File: config.mk
export PLATFORM = sky130hd
export DESIGN_NAME = regfile_list_sequencer
export DESIGN_NICKNAME = d
export VERILOG_FILES = /design/src/rtl/regfile_list_sequencer.sv
export SDC_FILE = /design/constraint.sdc
export NUM_CORES = 1
export LEC_CHECK = 0
export CAP_MARGIN = 20
export CELL_PAD_IN_SITES_DETAIL_PLACEMENT = 1
export CELL_PAD_IN_SITES_GLOBAL_PLACEMENT = 1
export CORE_MARGIN = 5
export CORE_UTILIZATION = 40
export DETAILED_ROUTE_END_ITERATION = 10
export PLACE_DENSITY_LB_ADDON = 0.08
export SYNTH_ARGS = -nofsm -noshare
export SYNTH_HDL_FRONTEND = slang
export SYNTH_SLANG_ARGS = --single-unit
File: constraint.sdc
create_clock -name clk -period 9.47 [get_ports clk]
set_clock_uncertainty 0.1 [all_clocks]
set_input_delay 0.947 -clock clk [delete_from_list [all_inputs] [get_ports clk]]
set_output_delay 0.947 -clock clk [all_outputs]
set_load 0.005 [all_outputs]
File: src/rtl/regfile_list_sequencer.sv
// LDM/STM block-transfer sequencer: walks a 16-bit register list in ascending order,
// moving words between the register file and data memory, with optional base writeback.
module regfile_list_sequencer (
  input  logic        clk,
  input  logic        reset,
  input  logic        start,
  input  logic        is_load,
  input  logic        up,
  input  logic        pre,
  input  logic        wb_en,
  input  logic [3:0]  base_reg,
  input  logic [31:0] base_addr,
  input  logic [15:0] reg_list,
  output logic [3:0]  rf_ra,
  input  logic [31:0] rf_rd,
  output logic        rf_we,
  output logic [3:0]  rf_wa,
  output logic [31:0] rf_wd,
  output logic        pc_we,
  output logic [31:0] pc_wd,
  output logic        mem_req,
  output logic        mem_we,
  output logic [31:0] mem_addr,
  output logic [31:0] mem_wd,
  input  logic        mem_ack,
  input  logic [31:0] mem_rd,
  output logic        busy,
  output logic        done
);

  typedef enum logic [2:0] {IDLE, CALC, XFER, WB, DONE} state_t;

  state_t      state;
  logic        is_load_q;
  logic        up_q;
  logic        pre_q;
  logic        wb_en_q;
  logic [3:0]  base_reg_q;
  logic [31:0] base_q;
  logic [15:0] list_q;
  logic [15:0] remaining;
  logic [31:0] final_q;

  logic [4:0]  count;
  logic [31:0] span;
  logic [31:0] start_addr;
  logic [31:0] final_value;
  logic [15:0] remaining_next;
  logic [3:0]  first_reg;
  logic [3:0]  next_reg;
  logic        wb_suppress;

  function automatic logic [4:0] popcount16(input logic [15:0] v);
    logic [4:0] c;
    c = '0;
    for (int i = 0; i < 16; i++) c = c + {4'd0, v[i]};
    return c;
  endfunction

  // Scanning from the top leaves the lowest set index as the final assignment.
  function automatic logic [3:0] lowest_set(input logic [15:0] v);
    logic [3:0] idx;
    idx = '0;
    for (int i = 15; i >= 0; i--) if (v[i]) idx = 4'(i);
    return idx;
  endfunction

  // NOTE: every always_comb output gets a default first so no latch is inferred.
  always_comb begin
    count          = popcount16(list_q);
    span           = {25'd0, count, 2'b00};
    start_addr     = base_q;
    unique case ({up_q, pre_q})
      2'b10: start_addr = base_q;
      2'b11: start_addr = base_q + 32'd4;
      2'b00: start_addr = base_q - span + 32'd4;
      2'b01: start_addr = base_q - span;
    endcase
    final_value    = up_q ? (base_q + span) : (base_q - span);
    remaining_next = remaining & ~(16'd1 << rf_ra);
    first_reg      = lowest_set(list_q);
    next_reg       = lowest_set(remaining_next);
    wb_suppress    = (base_reg_q == 4'd15) || (is_load_q && list_q[base_reg_q]);
  end

  assign busy    = (state != IDLE);
  assign done    = (state == DONE);
  assign mem_req = (state == XFER);
  assign mem_we  = mem_req && !is_load_q;
  assign mem_wd  = mem_we ? rf_rd : 32'd0;

  // Register-port writes are registered, so each one lands the cycle after the state
  // that decides it: the final load write falls in WB, the base writeback in DONE.
  // NOTE: sequential state uses non-blocking assignments only.
  always_ff @(posedge clk or posedge reset) begin
    if (reset) begin
      state      <= IDLE;
      is_load_q  <= 1'b0;
      up_q       <= 1'b0;
      pre_q      <= 1'b0;
      wb_en_q    <= 1'b0;
      base_reg_q <= '0;
      base_q     <= '0;
      list_q     <= '0;
      remaining  <= '0;
      final_q    <= '0;
      rf_ra      <= '0;
      mem_addr   <= '0;
      rf_we      <= 1'b0;
      rf_wa      <= '0;
      rf_wd      <= '0;
      pc_we      <= 1'b0;
      pc_wd      <= '0;
    end else begin
      rf_we <= 1'b0;
      pc_we <= 1'b0;
      unique case (state)
        IDLE: begin
          if (start) begin
            is_load_q  <= is_load;
            up_q       <= up;
            pre_q      <= pre;
            wb_en_q    <= wb_en;
            base_reg_q <= base_reg;
            base_q     <= base_addr;
            list_q     <= reg_list;
            state      <= CALC;
          end
        end
        CALC: begin
          final_q <= final_value;
          if (count == 5'd0) begin
            state <= DONE;
          end else begin
            remaining <= list_q;
            rf_ra     <= first_reg;
            mem_addr  <= {start_addr[31:2], 2'b00};
            state     <= XFER;
          end
        end
        XFER: begin
          if (mem_ack) begin
            if (is_load_q) begin
              if (rf_ra == 4'd15) begin
                pc_we <= 1'b1;
                pc_wd <= mem_rd;
              end else begin
                rf_we <= 1'b1;
                rf_wa <= rf_ra;
                rf_wd <= mem_rd;
              end
            end
            remaining <= remaining_next;
            mem_addr  <= mem_addr + 32'd4;
            if (remaining_next == 16'd0) state <= wb_en_q ? WB : DONE;
            else                         rf_ra <= next_reg;
          end
        end
        WB: begin
          if (!wb_suppress) begin
            rf_we <= 1'b1;
            rf_wa <= base_reg_q;
            rf_wd <= final_q;
          end
          state <= DONE;
        end
        DONE:    state <= IDLE;
        default: state <= IDLE;
      endcase
    end
  end

endmodule
== Word-level counts from Yosys, hierarchy flattened ==
Index checks and enable logic that the tools add are counted.

* Register bits after elaboration: 213
* Memories: 0
* Word-level logic and storage cells: 147
* ROM bits: 0
* Bits in latches: 0
* Input port bits: 124
* Bits in writable memories: 0

* Multiply operators: 0
* Bitwise gates (word level): 2
* Equality and inequality tests: 17
* $add $sub $neg: 20
* Shifts and indexed selects: 1
* Div/mod/pow operators: 0
* Mux-type cells: 72
* Reduce and logical (&&, ||, !) cells: 17
* Magnitude comparators: 1

{| class="wikitable"
|+ Operators with widths
! kind !! number
|-
| two-way mux 32 bit || 8
|-
| two-way mux 4 bit || 39
|-
| one-hot mux 32 bit (2 select lines) || 2
|-
| one-hot mux 32 bit (4 select lines) || 1
|-
| adder 32 x 3 -> 32 bit (second input constant) || 3
|-
| adder 5 x 1 -> 5 bit || 11
|-
| adder 32 x 7 -> 32 bit || 1
|-
| two-way mux 16 bit || 2
|-
| one-hot mux 16 bit (2 select lines) || 1
|-
| subtractor 32 x 7 -> 32 bit || 1
|-
| bitwise AND 16 bit || 1
|-
| zero test 16 bit || 1
|-
| inverter 16 bit || 1
|-
| one-hot mux 4 bit (2 select lines) || 2
|-
| << shifter 1 x 4 -> 16 bit (first input constant) || 1
|-
| two-way mux 3 bit || 5
|-
| one-hot mux 3 bit (4 select lines) || 1
|-
| != test 2 bit (second input constant) || 5
|-
| two-way mux 1 bit || 9
|-
| equality test 4 bit (second input constant) || 2
|-
| AND reduction 4 bit || 2
|-
| equality test 3 x 2 -> 1 bit (second input constant) || 2
|-
| != test 2 x 1 -> 1 bit (second input constant) || 3
|-
| AND reduction 3 bit || 2
|-
| other kinds (21) || 24
|}

== Longest topological paths before layout ==
* Word-level depth: 22
* Depth in mapped cells: 25

== Least setup slack after synthesis ==
No wires, ideal clock.

* Path type: register to register
* From: register list_q[5]
* To: register mem_addr[25]
* Setup time: 0.095 ns
* Buffers on the path: 1
* Stages on the path, launching flop included: 26
* Path slack: 2.883 ns
* Data required time: 9.275 ns
* Clock period less this slack: 6.587 ns
* Arrival time: 6.391 ns
* Path through: dfrtp_1 > inv_1 > fa_1 > inv_1 > fa_1 > fa_1 > inv_1 > fa_1 > inv_1 > ha_1 > inv_1 > fa_1 > nor2b_1 > nor2_1 > nor2_1 > inv_1 > ha_1 > or3b_1 > nand2b_1 > or3_1 > xor2_1 > or4_1 > or4b_1 > buf_2 > o31a_1 > o31ai_1

* Longest elaborated chain between the ends: 16

{| class="wikitable"
|+ RTL lines
! item !! line !! source
|-
| start, declared || 40 || <nowiki>logic [15:0] list_q;</nowiki>
|-
| start signal, assigned || 126 || <nowiki>list_q <= reg_list;</nowiki>
|-
| adder 5 x 1 -> 5 bit (*) (11 in series) || 56 || <nowiki>for (int i = 0; i < 16; i++) c = c + {4'd0, v[i]};</nowiki>
|-
| subtractor 32 x 7 -> 32 bit || 76, 77 ||
|-
| adder 32 x 3 -> 32 bit || 76 || <nowiki>2'b00: start_addr = base_q - span + 32'd4;</nowiki>
|-
| one-hot mux 32 bit (4 select lines) || 73 || <nowiki>unique case ({up_q, pre_q})</nowiki>
|-
| two-way mux 32 bit || 132 || <nowiki>if (count == 5'd0) begin</nowiki>
|-
| one-hot mux 32 bit (2 select lines) || 117 || <nowiki>unique case (state)</nowiki>
|-
| end signal, assigned || 137 || <nowiki>mem_addr <= {start_addr[31:2], 2'b00};</nowiki>
|-
| end signal, assigned || 154 || <nowiki>mem_addr <= mem_addr + 32'd4;</nowiki>
|-
| end, declared || 23 || <nowiki>output logic [31:0] mem_addr,</nowiki>
|}

Every way passes the cells marked *; elsewhere a longest branch is shown, timed or not. The select of a mux whose other input is x is not followed.
A chain may end at the register's enable or synchronous reset.

== Worst setup path after layout ==
Ends and elaborated chain as after synthesis.

==> summary.txt <==
Status
  • Status: finished clean

Worst setup path
  • Crit path cell chain: inv_1, fa_1, inv_1, fa_1, fa_1, inv_1, fa_1, inv_1, ha_1, inv_1, fa_1, nor2b_1, nor2_1, ha_1, nor2b_1, a2111oi_4, o31a_1, o221ai_2, or4_1, or4b_1, o31a_1, o31ai_1
  • CP required: 9820 ps
  • Max incr delay on CP: 910 ps
  • WP data arrival: 7840 ps
  • CP Capture Type: register
  • Crit Path Class: register to register
  • CP Launch Type: register
  • CP max FO: 16
  • Crit-path slowest cell: a2111oi_4

Die
  • Die height: 197.6 µm
  • CORE AREA: 34630 µm²
  • # rows: 68
  • IO Count: 266
  • Die area: 39050 µm²
  • Initial core utilization: 40.66%
  • DIE WIDTH: 197.6 µm

Drt
  • Vias: 13769
  • Routed Wire Length: 54380 µm
  • DRC: 0
  • First-pass detailed-route iteration total: 5
  • DR iter-0 viols: 885
  • DR vias/cell: 5.902
  • Routed Antenna Nets: 0
  • Drt wl/cell: 23.31 µm

Global routing
  • First-pass GRT wire length: 83750 µm
  • Total track usage: 26.88%
  • Grt ovf: 0
  • Vias in the first global route: 14230
  • Initial antenna violation count: 1
  • Largest net degree at the start of global routing: 90

STA
  • Post-layout min period: 7495 ps
  • Post-route setup TNS: 0 ps
  • Max-slew headroom: 29.54%
  • Period utilisation layout: 79.15%
  • Fmax: 133.4 MHz
  • Final Hold Viols: 0
  • Finish-stage setup viols: 0
  • Max-slew violations: 0
  • RSZ-0062 raised after global routing: false
  • Worst Tran Pin Value: 1054 ps

Finish
  • Commonest non-fill, non-tap cell in the layout: clkdlybuf4s50_1
  • Share of cells above drive strength 1: 8.040%
  • Synthesis-to-layout area growth: 28.29%
  • Most frequent cells in the layout: clkdlybuf4s50_1 (263), nand2_1 (235), dfrtp_1 (211), o21ai_0 (131), nor2_1 (125)
  • NumNets Final: 2016
  • N_diodes: 0
  • Fillers: 4095

Synthesis
  • Synthesized area per cell: 8.472 µm²
  • Seq/Total Area, Yosys: 37.50%
  • Cell variety after synth: 90
  • Number of synthesized flops with an enable pin: 0
  • Mapped Area: 14080 µm²
  • Yosys reg bits: 211
  • Asr flop ratio synth: 100.0%
  • Cell count after synthesis: 1662
  • Synth Warn #: 0
  • Ys flop type: dfrtp_1

Clock tree
  • Hold buffer count at CTS: 0
  • CTS tree: built
  • Clock Tree Buf Depth: 3
  • Post-CTS Setup Bufs: 0
  • Clock sink count: 211
  • CTS HTree Levels: 1
  • Clock transition at path regs: 60 ps
  • Post-cts sizing count: 0
  • Skew-Pair Late Insertion Delay: 560 ps
  • CTS root buf: clkbuf_16
  • CTS buffer count: 26

Place
  • Detail Placement HPWL: 40490 µm
  • # port buffers: 263
  • Final GP Congestion: 0.9610

Run
  • Max cap viols: 0

Hold path
  • Hold Path Class: register to register
==> routing by layer <==
metal	routed length, µm	vias to the layer above	share of wire (%)	track usage, %
li1	-	6336	-	-
met1	23030	6908	42	34.61
met2	26350	403	48	46.00
met3	2641	122	4.9	3.684
met4	2357	0	4.3	10.46
met5	0	-	0	0
==> cell usage after synthesis, types with 23 or more instances <==
master,count,area (µm²)
nor2_1,127,476.7
nor3_1,43,215.2
nand2_1,235,882.1
and2_1,39,244.0
o31ai_1,23,172.7
a21oi_1,102,510.5
dfrtp_1,211,5280
xnor2_1,35,306.5
nand3_1,46,230.2
nor4_1,27,168.9
mux2_2,46,518.0
inv_1,57,214.0
mux2i_1,47,470.5
o21ai_0,131,655.6
xor2_1,26,227.7
clkbuf_1,98,367.9
==> through the flow <==
stage	instance area, µm²	utilization [%]	std cells	hold WS [ps]	worst slack (ps)
6_report	18060	52.16	2333	374.1	1975
3_5_place_dp	17040	49.21	2285	361.2	2143
3_3_place_gp	17040	49.21	2285	357.4	2268
5_1_grt	18060	52.16	2333	392.1	1612
2_1_floorplan	14080	-	1663	345.2	2657
4_1_cts	18040	52.08	2332	376.8	2030
==> worst paths after layout <==
kind	from	slack (ps)	endpoint	cells after the start
max	list_q[5]	1970	mem_addr[25]	22
min	pc_wd[16]	370	pc_wd[16]	2
max reg2reg	list_q[5]	1970	mem_addr[25]	22
min reg2reg	pc_wd[16]	370	pc_wd[16]	2
max in group asynchronous	reset	7110	rf_ra[2]	3
min in group asynchronous	reset	790	pc_wd[16]	2
==> final cells by class <==
cell class	count	area [µm²]	area share (%)
Tap cell	455	569.3	3.152
Inverter	57	221.5	1.226
Sequential cell	211	5280	29.23
Clock buffer	35	764.5	4.232
Timing Repair Buffer	284	2810	15.56
Clock inverter	12	231.5	1.281
Multi-Input combinational cell	1279	8187	45.32
==> logic make-up (layout without fill, tap and decap cells) <==
kind of cell,after synthesis,count (layout),share of synthesized area (%)
adders and majority gates,33,33,3.572
AOI/OAI and AO/OA,414,414,18.76
buffers and inverters,173,388,4.728
muxes,98,98,7.820
DFF,211,211,37.50
xor gates and xnor gates,61,61,3.795
other,1,2,0.02663
and+or+nand+nor,671,671,23.80
==> worst max-delay path, delay by kind of cell, from the launching register on <==
family / cells / cell delay (ps)
DFF: 1 / 420
AOI/OAI and AO/OA: 5 / 1930
adders and majority gates: 7 / 2880
and+or+nand+nor: 5 / 1700
buffers and inverters: 5 / 350
==> state kept, by name, indices dropped and copies added (netlist names), 4 cells and up <==
register / cells
rf_wa: 4
rf_ra: 4
remaining: 16
final_q: 32
pc_wd: 32
rf_wd: 32
base_reg_q: 4
base_q: 32
list_q: 16
mem_addr: 30
Power is not shown: default switching activity piles up to over one toggle a cycle in this logic, so the estimate is an artifact.
